### src/rtl/rr_reg_arbiter.sv
// Round-robin arbiter giving NUM_REQ requesters write access to one shared register.
// Optional feature: define ARB_LOCK_EN to let a grantee hold the register through a LOCKED state.
module rr_reg_arbiter #(
    parameter int NUM_REQ = 4,
    parameter int DATA_W  = 8
) (
    input  logic                          clk,
    input  logic                          reset_n,
    input  logic [NUM_REQ-1:0]            req,
    input  logic [NUM_REQ*DATA_W-1:0]     wr_data,
    input  logic [NUM_REQ-1:0]            lock,
    output logic [NUM_REQ-1:0]            gnt,
    output logic [DATA_W-1:0]             q,
    output logic                          q_valid,
    output logic [$clog2(NUM_REQ)-1:0]    last_id,
    output logic [7:0]                    grant_cnt
);

    localparam int ID_W = $clog2(NUM_REQ);

`ifdef ARB_LOCK_EN
    typedef enum logic [1:0] {
        IDLE   = 2'd0,
        GRANT  = 2'd1,
        LOCKED = 2'd2
    } state_e;
`else
    typedef enum logic {
        IDLE  = 1'b0,
        GRANT = 1'b1
    } state_e;
`endif

    state_e                state_q, state_d;
    logic [NUM_REQ-1:0]    gnt_q, gnt_d;
    logic [ID_W-1:0]       cur_q, cur_d;
    logic [ID_W-1:0]       ptr_q, ptr_d;
    logic [DATA_W-1:0]     data_q, data_d;
    logic                  valid_q, valid_d;
    logic [ID_W-1:0]       last_id_q, last_id_d;
    logic [7:0]            cnt_q, cnt_d;

    logic [NUM_REQ-1:0]    search_req;
    logic [ID_W-1:0]       search_start;
    logic [ID_W-1:0]       scan_idx;
    logic                  pick_found;
    logic [ID_W-1:0]       pick_idx;
    logic                  hold_lock;
    logic [DATA_W-1:0]     cur_lane;

    function automatic logic [ID_W-1:0] wrap_inc(input logic [ID_W-1:0] idx);
        if (int'(idx) == NUM_REQ - 1) begin
            return '0;
        end
        return idx + ID_W'(1);
    endfunction

`ifdef ARB_LOCK_EN
    assign hold_lock = lock[cur_q];
`else
    logic unused_lock;
    assign hold_lock   = 1'b0;
    assign unused_lock = ^lock;
`endif

    assign cur_lane = wr_data[int'(cur_q)*DATA_W +: DATA_W];

    // The grantee still holds req at its own grant edge, so it is masked out of the
    // search; the search then starts just past it, which is where ptr is heading.
    assign search_req   = req & ~gnt_q;
    assign search_start = (state_q == IDLE) ? ptr_q : wrap_inc(cur_q);

    always_comb begin
        pick_found = 1'b0;
        pick_idx   = '0;
        scan_idx   = search_start;
        for (int k = 0; k < NUM_REQ; k++) begin
            if (!pick_found && search_req[scan_idx]) begin
                pick_found = 1'b1;
                pick_idx   = scan_idx;
            end
            scan_idx = wrap_inc(scan_idx);
        end
    end

    // NOTE: every variable gets a default before the case so no path can infer a latch.
    always_comb begin
        state_d   = state_q;
        gnt_d     = '0;
        cur_d     = cur_q;
        ptr_d     = ptr_q;
        data_d    = data_q;
        valid_d   = valid_q;
        last_id_d = last_id_q;
        cnt_d     = cnt_q;

        case (state_q)
            IDLE: begin
                if (pick_found) begin
                    state_d         = GRANT;
                    cur_d           = pick_idx;
                    gnt_d[pick_idx] = 1'b1;
                end
            end

            default: begin
                // Every edge with gnt high writes the grantee's lane.
                data_d    = cur_lane;
                valid_d   = 1'b1;
                last_id_d = cur_q;
                if (hold_lock) begin
`ifdef ARB_LOCK_EN
                    state_d = LOCKED;
`endif
                    gnt_d   = gnt_q;
                end else begin
                    cnt_d = cnt_q + 8'd1;
                    ptr_d = wrap_inc(cur_q);
                    if (pick_found) begin
                        state_d         = GRANT;
                        cur_d           = pick_idx;
                        gnt_d[pick_idx] = 1'b1;
                    end else begin
                        state_d = IDLE;
                    end
                end
            end
        endcase
    end

    // NOTE: non-blocking assignments so every register samples pre-edge values.
    always_ff @(posedge clk or negedge reset_n) begin
        if (!reset_n) begin
            state_q   <= IDLE;
            gnt_q     <= '0;
            cur_q     <= '0;
            ptr_q     <= '0;
            data_q    <= '0;
            valid_q   <= 1'b0;
            last_id_q <= '0;
            cnt_q     <= '0;
        end else begin
            state_q   <= state_d;
            gnt_q     <= gnt_d;
            cur_q     <= cur_d;
            ptr_q     <= ptr_d;
            data_q    <= data_d;
            valid_q   <= valid_d;
            last_id_q <= last_id_d;
            cnt_q     <= cnt_d;
        end
    end

    assign gnt       = gnt_q;
    assign q         = data_q;
    assign q_valid   = valid_q;
    assign last_id   = last_id_q;
    assign grant_cnt = cnt_q;

    a_gnt_onehot0: assert property (@(posedge clk) disable iff (!reset_n)
        $onehot0(gnt_q));

    a_gnt_matches_state: assert property (@(posedge clk) disable iff (!reset_n)
        (state_q == IDLE) == (gnt_q == '0));

endmodule

### config.mk
export PLATFORM = sky130hd
export DESIGN_NAME = rr_reg_arbiter
export DESIGN_NICKNAME = d
export VERILOG_FILES = /design/src/rtl/rr_reg_arbiter.sv
export SDC_FILE = /design/constraint.sdc
export NUM_CORES = 1
export LEC_CHECK = 0
export CORE_MARGIN = 4
export CORE_UTILIZATION = 41
export CTS_CLUSTER_SIZE = 28
export DETAILED_ROUTE_END_ITERATION = 7
export PLACE_DENSITY = 0.8
export SLEW_MARGIN = 20
export SYNTH_ARGS = -nofsm -noshare
export SYNTH_HDL_FRONTEND = slang
export SYNTH_SLANG_ARGS = --single-unit
### constraint.sdc
create_clock -name clk -period 2.2 [get_ports clk]
set_input_delay 0.33 -clock clk [delete_from_list [all_inputs] [get_ports clk]]
set_output_delay 0.33 -clock clk [all_outputs]
set_load 0.02 [all_outputs]
==> summary.md <==
| Metric | Value |
|---|---|
| Pwr dens | `~1400 nW/um^2` |
| Core ar. | `roughly 3200 sq um` |
| Die height | `around 66 um` |
| RSZ-0062 raised after global routing | `false` |
| Critical path fanouts, max | `11` |
| Req. time, crit path | `approximately 2400 ps` |
| Syn_nets | `between 150 and 200` |
| Final Skew | `roughly 1.7 ps` |
| Switching share of power | `38.23%` |
| Via density | `between 5 and 6` |
| Post-CTS sizing | `0` |
| Distinct cell type count after synthesis | `29` |
| ANT nets after route | `0` |
| Setup crit start | `cur_q[0]` |
| Synthesized area | `approximately 1400 sq um` |
| Drt wl/cell | `around 16 um` |
| Final period utilization | `~82%` |
| Area growth syn-to-layout | `51.16%` |
| Grt ovf | `0` |
| Post-synth EDFFs | `0` |
| DRT iter0 DRCs | `76` |
| Die area | `around 4400 sq um` |
| Clock sinks | `28` |
| Outcome | `finished clean` |
| Cell row count | `20` |
| Final Hold Fails | `0` |
| Most frequent cells in the layout | `60 x clkdlybuf4s50_1, 28 x dfrtp_1, 11 x mux2_2` |
| CTS Buf Count | `3` |
| Top_reg_cell synth | `dfrtp_1` |
| Final HPWL DP | `around 2600 um` |
| Post-Route WL | `roughly 3400 um` |
| Static Leak | `~0.86 nW` |
| Family with the most delay on the worst path | `multiplexers` |
| Layout net count | `approximately 220` |
| Reg clk slew, reported paths | `around 150 ps` |
| Setup TNS Final | `0 ps` |
| Post-CTS Setup Inserts | `0` |
| Final min period | `1795 ps` |
| Vias in the first global route | `between 1000 and 1500` |
| VDD IR max | `between 0.6 and 0.7 mV` |
| Root Buffer | `clkbuf_4` |
| Peak Freq | `roughly 0.56 GHz` |
| Via Count | `1139` |
| Rel. slew slack | `~64%` |
| Ys async rst share | `100.0%` |
| Sequential share of power | `around a third` |
| GRT Overall Usage | `about 17%` |
| Antenna Cells | `0` |
| Cts hold-fix bufs | `0` |
| Crit path buf inv count | `2` |
| First-pass GRT wire length | `~5700 um` |
| Layout cells sized above 1 | `between 10% and 20%` |
| Maximum root-to-sink buffer count | `2` |
| Final setup fails | `0` |
| Drc violations | `0` |
| Worst-Margin Slew | `around 520 ps` |
| Core Util, Final | `around 67%` |
| Initial antenna violation count | `0` |
| Register area share after synthesis | `50.18%` |
| Initial Utilization | `about 44%` |
| Critical path type | `reg -> reg` |
| Commonest non-fill, non-tap cell in the layout | `clkdlybuf4s50_1` |
| Slowest cell on the critical path | `mux2i_1` |
| CP Launch Type | `flip-flop` |
| Chip width | `66.36 um` |
| Internal power | `about 1.8 mW` |
| Pins Over Slew Limit | `0` |
| Maximum Capacitance Violations | `0` |
| Worst Hold Class | `in -> async` |
| Clock network fraction of design power | `11.5%` |
| Synth Register Bits | `28` |
| CP endpoint kind | `flip-flop` |
| Final GP Congestion | `between 0.9 and 1` |
| Switching pwr | `approximately 1.1 mW` |
| Critical Path Max Stage Delay | `440 ps` |
| Largest net degree at the start of global routing | `29` |
| TritonCTS clock tree | `yes` |
| Post-Synthesis Cells | `about 110` |
| Avg Cell Area, Syn | `between 10 and 15 sq um` |
| Synth warn | `0` |
| Number of port buffers | `60` |
| Worst R2R Start | `cur_q[0]` |
| H-Tree Depth | `1` |
| WP data arrival | `2040 ps` |
| # IOs | `between 60 and 70` |
| Combinational fraction of design power | `57.1%` |
| Clk_lat worst skew | `~330 ps` |
| DR pass1 iterations | `4` |
| Cell Chain, Critical Path | `buf_4 > nor2_1 > mux2i_1 > inv_1 > a21oi_1 > o22ai_1 > nor2b_1` |
-- worst reg2reg max path, cell delays in order (launching register included) --
cell and delay (ps):
dfrtp_1 380, buf_4 230, nor2_1 70, mux2i_1 440, inv_1 160, a21oi_1 160
o22ai_1 120, nor2b_1 160
-- cell usage after synthesis (all sizes together) (2+ instances only) --
| master | instances | area [sq um] |
|---|---|---|
| dfrtp | 28 | 700.7 |
| mux2 | 11 | 123.9 |
| nand2 | 10 | 40.04 |
| mux4 | 8 | 180.2 |
| xnor2 | 6 | 52.55 |
| nor2b | 5 | 31.28 |
| a21oi | 4 | 20.02 |
| nor2 | 4 | 15.01 |
| inv | 3 | 13.77 |
| nand4 | 3 | 18.77 |
| o22ai | 3 | 18.77 |
| a32o | 2 | 20.02 |
| and3 | 2 | 12.51 |
| buf | 2 | 16.26 |
| clkbuf | 2 | 7.510 |
| ha | 2 | 25.02 |
| mux2i | 2 | 32.53 |
| nand2b | 2 | 12.51 |
| o21ai | 2 | 10.01 |
-- area by class of cell --
| class | count | area, sq um |
|---|---|---|
| fill | 254 | 1042 |
| timing repair buffer | 64 | 630.6 |
| inverter | 3 | 13.76 |
| tap | 44 | 55.05 |
| sequential | 28 | 700.7 |
| clock buffer | 3 | 22.52 |
| multi-input combinational | 72 | 658.1 |
| clock inverter | 1 | 30.03 |
-- power by group through the flow --
stage	sequential, mW	clock, mW	combinational, mW
6_report	0.922	0.337	1.68
5_1_grt	0.965	0.370	1.80
4_1_cts	0.927	0.345	1.69
3_5_place_dp	0.939	0	1.68
3_3_place_gp	0.924	0	1.63
2_1_floorplan	1.14	0	0.826
-- registers in the layout, summed over array words and instances (netlist names) --
signal,flops
cur_q,2
q_valid,1
state_q,1
q,8
gnt,4
last_id,2
ptr_q,2
grant_cnt,8
-- per-stage QoR --
| stage | instance area (sq um) | setup WS (ps) | total power, mW | cells | hold slack [ps] |
|---|---|---|---|---|---|
| 2_1_floorplan | 1396 | 569.5 | 1.965 | 107 | 34.41 |
| 3_3_place_gp | 2058 | 376.0 | 2.558 | 211 | 452.4 |
| 3_5_place_dp | 2058 | 334.1 | 2.621 | 211 | 451.5 |
| 4_1_cts | 2111 | 395.7 | 2.957 | 215 | 359.8 |
| 5_1_grt | 2111 | 250.5 | 3.137 | 215 | 365.0 |
| 6_report | 2111 | 405.0 | 2.936 | 215 | 352.8 |
-- layer usage --
metal / wire (um) / GRT usage [%] / vias to the layer above
met5: 0 / 0 / -
met4: 58 / 5.584 / 0
met2: 1701 / 29.49 / 66
li1: - / - / 520
met1: 1349 / 19.85 / 545
met3: 253 / 4.082 / 8
-- worst paths after layout --
| kind | endpoint | slack (ps) | cells after the start |
|---|---|---|---|
| min in group clk | grant_cnt[7] | 490 | 1 |
| max in group asynchronous | gnt[0] | 1580 | 2 |
| min reg2reg | grant_cnt[7] | 490 | 1 |
| max reg2reg | gnt[1] | 400 | 7 |
| min | q[4] | 350 | 2 |
| max | gnt[1] | 400 | 7 |
-- cell families (layout without fill, tap and decap cells) --
kind of cell	Yosys count	in the layout	synth area share, %
buffers and inverters	7	71	2.688
DFF	28	28	50.18
xor gates and xnor gates	7	7	4.391
muxes	21	21	24.10
and+or+nand+nor	30	30	11.38
adders and majority gates	2	2	1.792
AOI/OAI and AO/OA	12	12	5.466
(Power assumes the default switching activity.)
